<file path="config.mk">
export PLATFORM = sky130hd
export DESIGN_NAME = branch_resolve_pred
export DESIGN_NICKNAME = d
export VERILOG_FILES = /design/src/rtl/branch_resolve_pred.sv
export SDC_FILE = /design/constraint.sdc
export NUM_CORES = 1
export LEC_CHECK = 0
export CORE_MARGIN = 2
export CORE_UTILIZATION = 50
export CTS_BUF_LIST = sky130_fd_sc_hd__clkbuf_4 sky130_fd_sc_hd__clkbuf_8
export DETAILED_ROUTE_END_ITERATION = 8
export PLACE_DENSITY = 0.79
export SYNTH_ARGS = -nofsm -noshare
export SYNTH_HDL_FRONTEND = slang
export SYNTH_SLANG_ARGS = --single-unit
</file>
<file path="constraint.sdc">
create_clock -name clk -period 4.9 [get_ports clk]
set_clock_uncertainty 0.15 [all_clocks]
set_input_delay 0.98 -clock clk [delete_from_list [all_inputs] [get_ports clk]]
set_output_delay 0.98 -clock clk [all_outputs]
set_load 0.01 [all_outputs]
</file>
<file path="src/rtl/branch_resolve_pred.sv">
// rtl/branch_resolve_pred.sv - flag register, branch-condition resolve, 2-bit BHT predictor and branch statistics
module branch_resolve_pred #(
    parameter int PC_W      = 16,
    parameter int BHT_DEPTH = 16,
    parameter int CNT_W     = 16
) (
    input  logic             clk,
    input  logic             rst,
    input  logic             flag_we,
    input  logic [2:0]       flag_in,
    output logic [2:0]       flag_q,
    input  logic [PC_W-1:0]  id_pc,
    output logic             id_pred_taken,
    input  logic             rs_valid,
    input  logic             rs_b,
    input  logic [2:0]       rs_cond,
    input  logic [PC_W-1:0]  rs_pc,
    input  logic             rs_pred_taken,
    output logic             b_s,
    output logic             mispredict,
    output logic             flush,
    output logic [CNT_W-1:0] br_count,
    output logic [CNT_W-1:0] mispred_count
);
    localparam int IDX_W = $clog2(BHT_DEPTH);

    typedef enum logic [2:0] {
        COND_NE   = 3'd0,
        COND_E    = 3'd1,
        COND_GT   = 3'd2,
        COND_LT   = 3'd3,
        COND_GE   = 3'd4,
        COND_LE   = 3'd5,
        COND_OV   = 3'd6,
        COND_TRUE = 3'd7
    } cond_e;

    logic [1:0]       bht [BHT_DEPTH];
    logic [IDX_W-1:0] id_idx;
    logic [IDX_W-1:0] rs_idx;
    logic [2:0]       eff_flags;
    logic             flag_z;
    logic             flag_n;
    logic             flag_v;
    logic             cond_true;
    logic             br_fire;
    logic             taken;
    logic             mispredict_d;
    logic [1:0]       rs_ctr;
    logic [1:0]       rs_ctr_next;
    logic             unused_pc;

    // Halfword-aligned PCs: bit 0 carries no information, upper bits alias.
    assign id_idx    = id_pc[IDX_W:1];
    assign rs_idx    = rs_pc[IDX_W:1];
    assign unused_pc = ^{id_pc[PC_W-1:IDX_W+1], id_pc[0], rs_pc[PC_W-1:IDX_W+1], rs_pc[0]};

    // Flags written this cycle are visible to the branch resolving in the same cycle.
    assign eff_flags = flag_we ? flag_in : flag_q;
    assign flag_z    = eff_flags[0];
    assign flag_n    = eff_flags[1];
    assign flag_v    = eff_flags[2];

    always_comb begin
        cond_true = 1'b0;
        case (cond_e'(rs_cond))
            COND_NE:   cond_true = ~flag_z;
            COND_E:    cond_true = flag_z;
            COND_GT:   cond_true = ~flag_z & ~flag_n;
            COND_LT:   cond_true = flag_n;
            COND_GE:   cond_true = flag_z | (~flag_z & ~flag_n);
            COND_LE:   cond_true = flag_z | flag_n;
            COND_OV:   cond_true = flag_v;
            COND_TRUE: cond_true = 1'b1;
            default:   cond_true = 1'b0;
        endcase
    end

    assign br_fire      = rs_valid & rs_b;
    assign taken        = br_fire & cond_true;
    assign mispredict_d = br_fire & (taken ^ rs_pred_taken);

    // Read-before-write: ID sees the counter as it was before this cycle's update.
    assign id_pred_taken = bht[id_idx][1];

    assign rs_ctr = bht[rs_idx];

    always_comb begin
        rs_ctr_next = rs_ctr;
        if (taken) begin
            if (rs_ctr != 2'b11) rs_ctr_next = rs_ctr + 2'd1;
        end else begin
            if (rs_ctr != 2'b00) rs_ctr_next = rs_ctr - 2'd1;
        end
    end

    always_ff @(posedge clk) begin
        if (rst) begin
            for (int i = 0; i < BHT_DEPTH; i++) bht[i] <= 2'b01;
        end else if (br_fire) begin
            bht[rs_idx] <= rs_ctr_next;
        end
    end

    always_ff @(posedge clk) begin
        if (rst) begin
            flag_q     <= 3'b000;
            b_s        <= 1'b0;
            mispredict <= 1'b0;
            flush      <= 1'b0;
        end else begin
            if (flag_we) flag_q <= flag_in;
            b_s        <= taken;
            mispredict <= mispredict_d;
            flush      <= mispredict_d;
        end
    end

    // Statistics counters stick at all-ones instead of wrapping.
    always_ff @(posedge clk) begin
        if (rst) begin
            br_count      <= '0;
            mispred_count <= '0;
        end else begin
            if (br_fire && (br_count != {CNT_W{1'b1}}))
                br_count <= br_count + CNT_W'(1);
            if (mispredict_d && (mispred_count != {CNT_W{1'b1}}))
                mispred_count <= mispred_count + CNT_W'(1);
        end
    end
endmodule

</file>
==> results of run 1 <==
==> flip-flops by register name, indices dropped and copies added (netlist names) <==
register and count:
flush 1, bht 32, flag_q 3, mispred_count 16, b_s 1, br_count 16
==> routing by layer <==
| metal | vias to the layer above | routed length, um | part of all wire | global-route usage |
|---|---|---|---|---|
| li1 | 1539 | - | - | - |
| met1 | 1508 | 3661 | 0.43 | 0.2699 |
| met2 | 115 | 4235 | 0.50 | 0.3504 |
| met3 | 9 | 516 | 0.061 | 0.03011 |
| met4 | 0 | 85 | 0.010 | 0.07587 |
| met5 | - | 0 | 0 | 0 |
==> kinds of logic after synthesis <==
logic type,after synthesis,share of synthesized area
AOI/OAI and AO/OA,30,0.05790
xor gates and xnor gates,15,0.03359
adders and majority gates,4,0.01215
buffers and inverters,24,0.02879
DFF,69,0.4351
muxes,38,0.1507
and+or+nand+nor,215,0.2818
==> per-stage QoR <==
step | setup slack [ns] | total power [mW] | instances | util
floorplan | 1.826 | 0.7234 | 395 | -
global placement | 0.6639 | 0.7696 | 539 | 0.5931
detailed placement | 0.6662 | 0.7731 | 539 | 0.5931
CTS | 0.6620 | 1.232 | 555 | 0.6191
global route | 0.5762 | 1.269 | 555 | 0.6191
finish | 0.6795 | 1.225 | 555 | 0.6191
==> worst max-delay path by stage <==
stage              from             to  cells after the start
6_report       id_pc[1]  id_pred_taken                      4
3_3_place_gp   id_pc[1]  id_pred_taken                      4
3_5_place_dp   id_pc[1]  id_pred_taken                      4
2_1_floorplan  id_pc[1]  id_pred_taken                      2
5_1_grt        id_pc[1]  id_pred_taken                      4
4_1_cts        id_pc[1]  id_pred_taken                      4
==> power by group <==
part | internal, mW | switching [mW]
Sequential | 0.612 | 0.00782
Combinational | 0.0622 | 0.0779
Clock | 0.237 | 0.228
Total | 0.911 | 0.314
==> layout make-up <==
class,instances,area share
inverter,7,0.005550
timing repair buffer,59,0.1232
tap,102,0.02696
clock buffer,9,0.02616
clock inverter,7,0.01586
sequential,69,0.3594
multi-input combinational,302,0.4429
==> critical path: stages <==
cell and delay, ns:
clkdlybuf4s50_1 0.62, mux4_2 0.55, mux4_2 0.46, clkdlybuf4s50_1 0.49
==> cell usage in the layout, fill, tap and decap left out, types with 10 or more instances in the layout <==
cell,synthesis,routed
edfxtp_1,32,32
nand2_1,32,32
xnor2_1,10,10
clkdlybuf4s50_1,0,57
nand4_1,11,11
mux4_2,15,15
nor3_1,17,17
nand2b_1,16,16
nor2_1,56,56
nor2b_1,20,20
dfxtp_1,37,37
mux2_1,15,15
nand3_1,22,22
==> synth_stat cells (3+ instances only) <==
cell and n:
nor2_1 56, dfxtp_1 37, edfxtp_1 32, nand2_1 32
nand3_1 22, nor2b_1 20, nor3_1 17, nand2b_1 16
mux2_1 15, mux4_2 15, clkbuf_1 12, nand4_1 11
xnor2_1 10, nor4_1 9, a21oi_1 8, or2_2 8
mux2i_1 6, inv_1 5, o21ai_1 5, xor2_1 5
or3_1 4, and2_1 3, and3_1 3
==> impl_metrics.ini, run 1 <==
[placed_design]
port_buffers = 58
placed_cell_area_um2 = 4536
place.gp.congestion = 0.9159
dp_hpwl_um = 5973

[logic_synthesis]
synth_top_area_cell = edfxtp_1
yosysTopAreaCellShare = 0.2457
synth_edf_count = 32
postSynthAreaPerCell_um2 = 9.902
ys.flop_type = dfxtp_1
syn_inst = 395
ys_warn_count = 0
netlist_top_cells_area = edfxtp_1 (25%), dfxtp_1 (19%), mux4_2 (8.6%)
seq_area_frac_synth = 0.4351
synth_cell_type_count = 55
syn_area_um2 = 3911
synth_fp_nets = 441
async_flop_share = 0
synth-seq-cells = 69

[critical_path]
ff2ff_path_depth = 6
critPathKind = input pin to primary output
required_ns = 3.77
arrival_ns = 3.09
r2r-start = flag_q[1]
critPathLaunchType = input pin
r2r_end = bht[5][0]
end_kind = primary output
worstPathMaxFanout = 4
regToRegSetupSlack_ns = 2.39

[sta]
rsz0062_at_grt = false
setup_tns_ns = 0
worst_pin_slew_ns = 0.9250
hold_viol = 0
slew_violations = 0
slew_headroom = 0.3820
hold_ws_ns = 0.3996
fin_crit_ns = 4.221
fmax_mhz = 236.9
post-route-period-util = 0.8613
setup_viol = 0

[hold_path]
min_path_type = register to register
hold_depth = 2
min_to = br_count[5]
hold_path.startpoint = br_count[5]

[cts]
cts_tree = yes
clk_pin_slew_worst_paths_ns = 0.07
ctsLongestPathBuffers = 2
cts_resized = 0
root_buffer = clkbuf_8
cts_max_level = 3
cts_setup_buffers = 0
cts_hold_buf = 0
cts-buffers-inserted = 9
clk_latency_ns = 0.34
cts.sinks = 69

[die]
io_pins = 83
row_count = 32
core_area_um2 = 7647
die_height_um = 92.45
die_w_um = 92.45
die-area_um2 = 8546
start_util = 0.5115

[drt]
drt_first_pass_iters = 5
postRouteAntennaNets = 0
detail_route.iter0.violations = 271
viasPerCell = 5.714
vias = 3171
drc_errors = 0
wl_per_cell_um = 15.31
wirelength_um = 8497

[pwr]
powerDensity_nw_per_um2 = 258.6
leakage_nw = 1.546
peakVddDrop_v = 0.0001465

[grt]
grt_pass1_wl_um = 14010
grt_start_max_net_pins = 68
grt_pass1_vias = 2993
gr-usage-all-layers = 0.2068
antenna_found_initial = 0
grt-ovfl-total = 0

[job]
maxCapViolations = 0

[finish]
stdcell_area_um2 = 4735
seq_area_um2 = 1702
insertedDiodeCount = 0
nFillCells = 640
multiInputGateArea_um2 = 2097
layout.nets = 494
syn_to_final_growth_pct = 21.05
layout-drive-gt1-share = 0.1192

[outcome]
outcome = completed
Power figures use the tool's default switching activity.
==> run 2: changes to the inputs <==
CTS_CLUSTER_SIZE = 24   (was unset)
REMOVE_ABC_BUFFERS = 1   (was unset)
==> impl_metrics.ini, run 2 (same netlist as run 1, synthesis figures left out) <==
[outcome]
outcome = completed

[finish]
nFillCells = 631
largest_register_ffs = 32
regMostFlops = bht
reg_top3 = bht x32, br_count x16, mispred_count x16
insertedDiodeCount = 0
finalNonFillerCells = 556
layout.nets = 495
layout_commonest_cell = clkdlybuf4s50_1
seq_area_um2 = 1702
multiInputGateArea_um2 = 2097
syn_to_final_growth_pct = 20.54
layout-drive-gt1-share = 0.1167
final_cell_mix = clkdlybuf4s50_1 (57), nor2_1 (56), dfxtp_1 (37)

[sta]
worst_pin_slew_ns = 1.065
slew_violations = 0
setup_viol = 0
setup_tns_ns = 0
slew_headroom = 0.2887
rsz0062_at_grt = false
fmax_mhz = 235.4
fin_crit_ns = 4.248
hold_viol = 0
post-route-period-util = 0.8668
setup_ws_ns = 0.6524

[grt]
grt_pass1_vias = 3020
gr-usage-all-layers = 0.2113
grt_pass1_wl_um = 14370
antenna_found_initial = 0
grt_start_max_net_pins = 68
grt-ovfl-total = 0

[cts]
cts_resized = 0
ctsLongestPathBuffers = 2
clk_latency_ns = 0.33
cts_hold_buf = 0
cts_max_level = 3
cts_setup_buffers = 0
cts-buffers-inserted = 9
clk_pin_slew_worst_paths_ns = 0.07
root_buffer = clkbuf_8
cts_tree = yes
cts.sinks = 69

[critical_path]
critPathLaunchType = input pin
arrival_ns = 3.12
critPathKind = input pin to primary output
regToRegSetupSlack_ns = 2.36
crit_path_top_delay_cell = clkdlybuf4s50_1
required_ns = 3.77
cp_slowest_stage_delay_ns = 0.64
worstPathMaxFanout = 4
worstPathCellList = clkdlybuf4s50_1 > mux4_2 > mux4_2 > clkdlybuf4s50_1
end_kind = primary output

[hold_path]
min_path_type = register to register

[die]
io_pins = 83
core_area_um2 = 7647
row_count = 32
die_height_um = 92.45
die-area_um2 = 8546
die_w_um = 92.45
start_util = 0.5115

[drt]
drt_first_pass_iters = 5
wl_per_cell_um = 15.24
wirelength_um = 8472
drc_errors = 0
viasPerCell = 5.757
detail_route.iter0.violations = 183
postRouteAntennaNets = 0
vias = 3201

[placed_design]
port_buffers = 58
place.gp.congestion = 0.8568
dp_hpwl_um = 5949
placedCellCount = 540
pre_cts_slack_ns = 0.6438

[pwr]
peakVddDrop_v = 0.0001688
powerDensity_nw_per_um2 = 248.2
leakage_nw = 1.551
finalPower_mw = 1.170

[job]
maxCapViolations = 0
## run 2: cell count changes in the layout (fill, tap and decap cells not counted)
cell,previous run,this run
clkbuf_8,9,10
clkinvlp_4,3,0
clkbuf_4,0,1
inv_6,1,0
buf_4,1,2
clkinv_2,1,2
bufinv_16,1,0
clkinv_1,2,4
## run 2: per-layer routing
metal	track usage	up-vias	routed length [um]
met2	0.3321	111	4012
met1	0.2966	1523	3852
li1	-	1548	-
met5	0	-	0
met3	0.04068	19	460
met4	0.06716	0	147
## run 2: final timing paths
kind	cells after the start	from	end
setup reg to reg	6	mispred_count[12]	mispred_count[7]
setup / recovery	4	id_pc[1]	id_pred_taken
hold reg to reg	2	flag_q[2]	flag_q[2]
hold / removal	2	flag_q[2]	flag_q[2]
## run 2: worst max-delay path, delay by kind of cell
| kind | cells | cell delay, ns |
|---|---|---|
| buf+inv | 2 | 1.12 |
| mux | 2 | 1.02 |
## run 2: area by class of cell
type	count	share of cell area
inverter	7	0.005573
clock buffer	11	0.03079
clock inverter	5	0.005573
tap	102	0.02707
timing repair buffer	60	0.1253
multi-input combinational	302	0.4448
sequential	69	0.3609
## run 2: power breakdown
group	leakage, nW	switching, mW	internal [mW]	total, mW
combinational	0.874	0.0781	0.0627	0.141
sequential	0.586	0.00785	0.612	0.620
clock	0.0916	0.210	0.199	0.409
## run 2: metrics by stage
step | hold slack (ns) | util | instance area [um^2]
6_report | 0.3905 | 0.6165 | 4715
5_1_grt | 0.4352 | 0.6165 | 4715
4_1_cts | 0.3930 | 0.6165 | 4715
3_5_place_dp | 0.3761 | 0.5941 | 4543
3_3_place_gp | 0.3472 | 0.5941 | 4543
2_1_floorplan | 0.3896 | - | 3825
